$ cat src/rtl/lsu_ld_sched.sv
// Load scheduler: turns one iram/wram load command into a sequence of AXI read
// bursts and streams each returned 64-bit beat into the selected on-chip RAM.
module lsu_ld_sched #(
    parameter int         DATA_W = 64,
    parameter int         RAM_AW = 12,
    parameter logic [7:0] AXI_ID = 8'h01
) (
    input  logic              clk,
    input  logic              rst,
    input  logic              cmd_vld,
    output logic              cmd_rdy,
    input  logic              cmd_wram,
    input  logic [30:0]       cmd_dram_addr,
    input  logic [7:0]        cmd_num,
    input  logic [7:0]        cmd_len,
    input  logic [2:0]        cmd_str,
    input  logic [RAM_AW-1:0] cmd_ram_addr,
    output logic              ar_vld,
    input  logic              ar_rdy,
    output logic [30:0]       ar_addr,
    output logic [7:0]        ar_len,
    output logic [7:0]        ar_id,
    input  logic              r_vld,
    output logic              r_rdy,
    input  logic [7:0]        r_id,
    input  logic [DATA_W-1:0] r_data,
    input  logic [1:0]        r_resp,
    input  logic              r_last,
    output logic              iram_we,
    output logic              wram_we,
    output logic [RAM_AW-1:0] ram_waddr,
    output logic [DATA_W-1:0] ram_wdata,
    output logic              done,
    output logic              err
);

    typedef enum logic [1:0] {IDLE, AR, DATA, FIN} state_e;

    state_e              state_q, state_d;
    logic                wram_q, wram_d;
    logic [7:0]          num_q, num_d;
    logic [7:0]          len_q, len_d;
    logic [2:0]          str_q, str_d;
    logic [7:0]          bcnt_q, bcnt_d;
    logic [8:0]          beat_q, beat_d;
    logic [30:0]         row_q, row_d;
    logic [RAM_AW-1:0]   ptr_q, ptr_d;
    logic                err_q, err_d;
    logic                done_q, done_d;
    logic                cmd_rdy_q, cmd_rdy_d;
    logic                ar_vld_q, ar_vld_d;
    logic                r_rdy_q, r_rdy_d;
    logic                iram_we_q, iram_we_d;
    logic                wram_we_q, wram_we_d;
    logic [RAM_AW-1:0]   waddr_q, waddr_d;
    logic [DATA_W-1:0]   wdata_q, wdata_d;
    logic [30:0]         row_step;

    // Byte distance between consecutive rows: one burst of beats scaled by the pitch shift.
    assign row_step = (31'(len_q) + 31'd1) << (3 + str_q);

    always_comb begin
        // NOTE: every next-state value is defaulted first so no latch is inferred.
        state_d   = state_q;
        wram_d    = wram_q;
        num_d     = num_q;
        len_d     = len_q;
        str_d     = str_q;
        bcnt_d    = bcnt_q;
        beat_d    = beat_q;
        row_d     = row_q;
        ptr_d     = ptr_q;
        err_d     = err_q;
        done_d    = 1'b0;
        iram_we_d = 1'b0;
        wram_we_d = 1'b0;
        waddr_d   = waddr_q;
        wdata_d   = wdata_q;

        unique case (state_q)
            IDLE: begin
                if (cmd_vld) begin
                    wram_d  = cmd_wram;
                    num_d   = cmd_num;
                    len_d   = cmd_len;
                    str_d   = cmd_str;
                    row_d   = cmd_dram_addr;
                    ptr_d   = cmd_ram_addr;
                    bcnt_d  = 8'd0;
                    err_d   = 1'b0;
                    state_d = (cmd_num == 8'd0) ? FIN : AR;
                end
            end
            AR: begin
                if (ar_rdy) begin
                    beat_d  = 9'd0;
                    state_d = DATA;
                end
            end
            DATA: begin
                if (r_vld && r_rdy_q) begin
                    if (beat_q <= {1'b0, len_q}) begin
                        iram_we_d = ~wram_q;
                        wram_we_d = wram_q;
                        waddr_d   = ptr_q;
                        wdata_d   = r_data;
                        ptr_d     = ptr_q + 1'b1;
                    end else begin
                        err_d = 1'b1;
                    end
                    if (r_resp != 2'b00 || r_id != AXI_ID) begin
                        err_d = 1'b1;
                    end
                    if (beat_q != 9'd256) begin
                        beat_d = beat_q + 9'd1;
                    end
                    if (r_last) begin
                        if (beat_q < {1'b0, len_q}) begin
                            err_d = 1'b1;
                        end
                        bcnt_d  = bcnt_q + 8'd1;
                        row_d   = row_q + row_step;
                        state_d = (bcnt_q + 8'd1 == num_q) ? FIN : AR;
                    end
                end
            end
            FIN: begin
                // First FIN cycle carries the final RAM write; the pulse follows it.
                if (done_q) begin
                    state_d = IDLE;
                end else begin
                    done_d = 1'b1;
                end
            end
            default: state_d = IDLE;
        endcase

        cmd_rdy_d = (state_d == IDLE);
        ar_vld_d  = (state_d == AR);
        r_rdy_d   = (state_d == DATA);
    end

    always_ff @(posedge clk) begin
        if (rst) begin
            state_q   <= IDLE;
            wram_q    <= 1'b0;
            num_q     <= '0;
            len_q     <= '0;
            str_q     <= '0;
            bcnt_q    <= '0;
            beat_q    <= '0;
            row_q     <= '0;
            ptr_q     <= '0;
            err_q     <= 1'b0;
            done_q    <= 1'b0;
            cmd_rdy_q <= 1'b1;
            ar_vld_q  <= 1'b0;
            r_rdy_q   <= 1'b0;
            iram_we_q <= 1'b0;
            wram_we_q <= 1'b0;
            waddr_q   <= '0;
            wdata_q   <= '0;
        end else begin
            // NOTE: non-blocking assignments so every flop samples pre-edge values.
            state_q   <= state_d;
            wram_q    <= wram_d;
            num_q     <= num_d;
            len_q     <= len_d;
            str_q     <= str_d;
            bcnt_q    <= bcnt_d;
            beat_q    <= beat_d;
            row_q     <= row_d;
            ptr_q     <= ptr_d;
            err_q     <= err_d;
            done_q    <= done_d;
            cmd_rdy_q <= cmd_rdy_d;
            ar_vld_q  <= ar_vld_d;
            r_rdy_q   <= r_rdy_d;
            iram_we_q <= iram_we_d;
            wram_we_q <= wram_we_d;
            waddr_q   <= waddr_d;
            wdata_q   <= wdata_d;
        end
    end

    assign cmd_rdy   = cmd_rdy_q;
    assign ar_vld    = ar_vld_q;
    assign ar_addr   = row_q;
    assign ar_len    = len_q;
    assign ar_id     = AXI_ID;
    assign r_rdy     = r_rdy_q;
    assign iram_we   = iram_we_q;
    assign wram_we   = wram_we_q;
    assign ram_waddr = waddr_q;
    assign ram_wdata = wdata_q;
    assign done      = done_q;
    assign err       = err_q;

endmodule

$ cat config.mk
export PLATFORM = sky130hd
export DESIGN_NAME = lsu_ld_sched
export DESIGN_NICKNAME = d
export VERILOG_FILES = /design/src/rtl/lsu_ld_sched.sv
export SDC_FILE = /design/constraint.sdc
export NUM_CORES = 1
export LEC_CHECK = 0
export CORE_ASPECT_RATIO = 0.5
export CORE_MARGIN = 4
export CORE_UTILIZATION = 43
export CTS_CLUSTER_SIZE = 40
export DETAILED_ROUTE_END_ITERATION = 16
export GPL_TIMING_DRIVEN = 0
export PLACE_DENSITY = 0.77
export SYNTH_ARGS = -nofsm -noshare
export SYNTH_HDL_FRONTEND = slang
export SYNTH_SLANG_ARGS = --single-unit
$ cat constraint.sdc
create_clock -name clk -period 3.7 [get_ports clk]
set_input_delay 0.74 -clock clk [delete_from_list [all_inputs] [get_ports clk]]
set_output_delay 0.74 -clock clk [all_outputs]
set_load 0.05 [all_outputs]
; ---- Yosys cells after proc, flatten, opt, wreduce, memory -nomap -nowiden
; Index checks and enable logic that the tools add are counted.
[classes]
add_sub_neg = 6
magnitude_cmp = 2
n_mux = 32
shifts = 1
eq_ne = 14
reduce_logical = 16
n_bitwise = 5
[op_table]
columns = operator, count
row1 = two-way mux 31 bit, 3
row2 = one-hot mux 31 bit (2 select lines), 1
row3 = two-way mux 12 bit, 3
row4 = adder 31 bit, 1
row5 = << shifter 9 x 4 -> 31 bit, 1
row6 = two-way mux 9 bit, 3
row7 = two-way mux 8 bit, 3
row8 = one-hot mux 12 bit (2 select lines), 1
row9 = one-hot mux 9 bit (2 select lines), 1
row10 = one-hot mux 8 bit (2 select lines), 1
row11 = two-way mux 2 bit, 7
row12 = "adder 12 x 1 -> 12 bit, second input constant", 1
row13 = "!= test 2 bit, second input constant", 6
row14 = AND reduction 4 bit, 3
row15 = "adder 8 x 1 -> 9 bit, second input constant", 1
row16 = "adder 9 x 1 -> 9 bit, second input constant", 1
row17 = <= comparator 9 x 8 -> 1 bit, 1
row18 = less-than comparator 9 x 8 -> 1 bit, 1
row19 = "!= test 9 bit, second input constant", 1
row20 = "adder 8 x 1 -> 8 bit, second input constant", 1
row21 = == test 8 bit, 1
row22 = logical NOT 8 bit, 1
row23 = "!= test 8 x 1 -> 1 bit, second input constant", 1
row24 = one-hot mux 2 bit (4 select lines), 1
row25 = 14 further kinds, 31
[totals]
inputBits = 143
word_cells = 94
register_bits = 165

; ---- Depth between registers and ports, before layout
[logic_depth]
depth_word = 7
ltp_mapped = 20

; ---- Least setup slack after synthesis
; No wires, ideal clock.
[synth_path]
path_type = reg-to-reg
start = register len_q[0], in the netlist ar_len[0]
end = register row_q[24], in the netlist ar_addr[24]
stages_incl_launch_ff = 16
slack_ps = -581
arrival_ps = 4206
path_cell_list = dfxtp_1 -> ha_1 -> nand3_1 -> xnor2_1 -> mux4_2 -> o21ai_0 -> nor2_1 -> ha_1 -> nand2_1 -> o211ai_2 -> a31oi_1 -> a211oi_2 -> a2bb2oi_2 -> a31oi_2 -> or4_1 -> a31oi_1
[synth_via]
elab_chain_len = 6
[synth_rtl]
columns = item, line_no
row1 = from (decl), 42  ; logic [7:0] len_q, len_d;
row2 = from (signal assigned), 168  ; len_q <= len_d;
row3 = adder 8 x 1 -> 9 bit, 60  ; assign row_step = (31'(len_q) + 31'd1) << (3 + str_q);
row4 = << shifter 9 x 4 -> 31 bit, 60
row5 = adder 31 bit, 122  ; row_d = row_q + row_step;
row6 = two-way mux 31 bit, 117  ; if (r_last) begin
row7 = two-way mux 31 bit, 101  ; if (r_vld && r_rdy_q) begin
row8 = one-hot mux 31 bit (2 select lines), 80  ; unique case (state_q)
row9 = to (signal assigned), 172  ; row_q <= row_d;
row10 = to (decl), 46  ; logic [30:0] row_q, row_d;
; No other way between the ends. The select of a mux whose other input is x is not followed.
; A chain may end at the register's enable or synchronous reset.

; ---- Final worst setup path
; Ends and elaborated chain as after synthesis.

==> results.cfg <==
[clocking]
clk_path_buf_depth = 2
cts_hold_buf = 0
insertion_delay_ps = 460
root_buffer = clkbuf_16
cts_tree = done
clkTransAtPathRegs_ps = 70
cts_sinks = 165
numCtsBuffers = 17
htree_levels = 4

[worst_hold_path]
hold_path.class = reg2reg

[status]
status = finished with violations
violations = setup timing

[timing]
finalSetupTns_ps = -120
slew_headroom_pct = 40.8
fin_ws_ps = -71.6
finClkSkew_ps = 12.5
setup_viol = 2
hold_viol = 0
rsz0062_at_grt = true
drv_slew = 0
min_period_ps = 3770
period_share_pct = 102
worst_pin_slew_ps = 888
fmax_mhz = 265

[global_routing]
grt.total_usage_pct = 28.0
first_global_vias = 10040
grt_max_degree = 17
grt_pass1_wl_um = 52500
antenna_found_initial = 0
overflow = 0

[synthesis]
yosysUniqueCellTypes = 67
synthesis.area_um2 = 9050
synth.avg_cell_area_um2 = 7.34
synth_most_common_cell = nand2_1
yosysTopAreaCellShare_pct = 36.5
yosys-top-cells-count = nand2_1 (287), a21oi_1 (184), dfxtp_1 (165)
yosysWarnings = 0
netlist_top_cells_area = dfxtp_1 (37%), nand2_1 (12%), a21oi_1 (10%)
yosysSeqAreaShare_pct = 36.5
synth_area_leader_cell = dfxtp_1
syn_inst = 1232
synth-edff-count = 0
ys_ff_latch = 165
synthArstFlopShare_pct = 0
ys.flop_type = dfxtp_1

[worst_setup_path]
end_kind = flip-flop
max_stage_delay_ps = 540
critPathKind = reg2reg
crit_fanout = 5
cp_cell_sequence = ha_4, nand3_4, xnor2_2, mux4_2, nor2_1, a21o_1, o22ai_2, ha_4, and3_4, a31oi_4, a211oi_4, a2bb2oi_4, a31oi_4, or4_1, a31oi_1
path_delay_family = compound AO/OA/AOI/OAI gates
cp.required_ps = 4080
start_kind = flip-flop
cpMaxStageDelayCell = or4_1
critPathBufInv = 0
arrival_ps = 4150

[route]
dr_total_vias = 10573
routed_wl_um = 35400
viasPerCell = 5.74
first_pass_iters = 8
wl_per_cell_um = 19.2
drt_iter0_markers = 1017
antenna_left = 0
drcViolationCount = 0

[pwr]
peakVddDrop_v = 0.000295
power.total_mw = 5.44
power.leakage_nw = 4.89
powerDensity_nw_per_um2 = 404

[finish]
drive_gt1_share_pct = 11.8
area_growth_pct = 48.8
diodes = 0
fin_nets = 1739
final_util_pct = 65.3
stdcell_count = 1843

[placement]
place_inst = 1775
port_buffers = 264
pre_cts_ws_ps = -430
gp_congestion = 0.921
place_hpwl_um = 25500

[floorplan]
chipWidth_um = 213
rows = 37
initial_core_util_pct = 43.9
io_pins = 273
die_area_um2 = 23600
core_region_area_um2 = 20600
die_y_um = 111

[job]
cap_viol_max_count = 0
path summary, 6_finish.rpt:
path	start	to	slack (ps)	cells past startpoint
setup / recovery	ar_len[0]$_SDFFE_PP0P_	ar_addr[24]$_SDFFE_PP0P_	-70	15
hold / removal	ram_wdata[58]$_SDFFE_PP0P_	ram_wdata[58]$_SDFFE_PP0P_	450	2
setup reg to reg	ar_len[0]$_SDFFE_PP0P_	ar_addr[24]$_SDFFE_PP0P_	-70	15
hold reg to reg	ram_wdata[58]$_SDFFE_PP0P_	ram_wdata[58]$_SDFFE_PP0P_	450	2
worst register-to-register path: stages (launching register included):
cell and delay (ps):
dfxtp_4 390, ha_4 200, nand3_4 80, xnor2_2 160, mux4_2 520, nor2_1 130
a21o_1 130, o22ai_2 100, ha_4 330, and3_4 210, a31oi_4 100, a211oi_4 280
a2bb2oi_4 230, a31oi_4 140, or4_1 540, a31oi_1 160
power by group:
group	internal, mW	switching [mW]	total, mW
Clock	0.995	0.839	1.83
Sequential	1.86	0.103	1.96
Combinational	0.672	0.969	1.64
layout make-up:
cell class                      instances  area (µm²)
Multi-Input combinational cell        967        5810
Inverter                               25         104
Sequential cell                       165        3330
Fill cell                            1708        7140
Buffer                                 76         329
Clock inverter                         11         113
Timing Repair Buffer                  305        2950
Clock buffer                           21         470
Tap cell                              273         342
cell usage in the layout (no fill, tap or decap), types with 7 or more instances in the layout:
cell type and instances:
nand3_1 28, o21ai_0 36, a21o_1 19, xor2_1 14
xnor2_1 18, a31oi_1 15, nand4_1 9, buf_4 48
nand2b_1 11, conb_1 8, dfxtp_1 155, nor4_1 7
nor2_1 93, a211oi_1 16, nand2_1 281, clkdlybuf4s50_1 264
nor2b_1 10, clkbuf_16 17, a21oi_2 13, nor3_1 20
ha_1 27, clkbuf_1 57, dfxtp_4 7, and3_1 11
inv_1 23, a21oi_1 169, ha_4 7, or3_1 8
stage by stage:
step | hold slack [ps] | instance area [µm²]
after global placement | 442 | 12100
after global routing | 477 | 13500
after detailed placement | 447 | 12100
after floorplan | 416 | 9150
final | 453 | 13500
after CTS | 456 | 13000
cells by family (layout without fill, tap and decap cells):
| family | count (synthesis) | count (layout) | synth area share, % |
|---|---|---|---|
| flops | 165 | 165 | 36.5 |
| fa+ha+maj | 39 | 39 | 5.48 |
| simple gates | 522 | 522 | 25.1 |
| other cells | 2 | 8 | 0.0830 |
| compound gates | 354 | 354 | 23.4 |
| xor+xnor | 38 | 38 | 3.68 |
| mux | 6 | 6 | 0.940 |
| buf+inv | 106 | 438 | 4.80 |
repair_timing:
| item | CTS | global route |
|---|---|---|
| setup endpoints to repair | 17 | 19 |
| pin swaps | 21 | 33 |
| gates resized for setup | 40 | 74 |
| setup buffers | 19 | 22 |
metal layers:
metal / up-vias / share of wire, % / global-route usage (%)
met2: 603 / 47 / 46.0
met4: 0 / 3.9 / 12.7
met3: 119 / 10 / 7.32
li1: 4938 / - / -
met1: 4913 / 39 / 34.5
met5: - / 0 / 0
sequential cells by signal, summed over array words and instances (netlist names), 2 cells and up:
signal / cells
ar_addr: 31
ar_len: 8
bcnt_q: 8
beat_q: 9
num_q: 8
ptr_q: 12
ram_waddr: 12
ram_wdata: 64
state_q: 2
str_q: 3
Power figures use the tool's default switching activity.
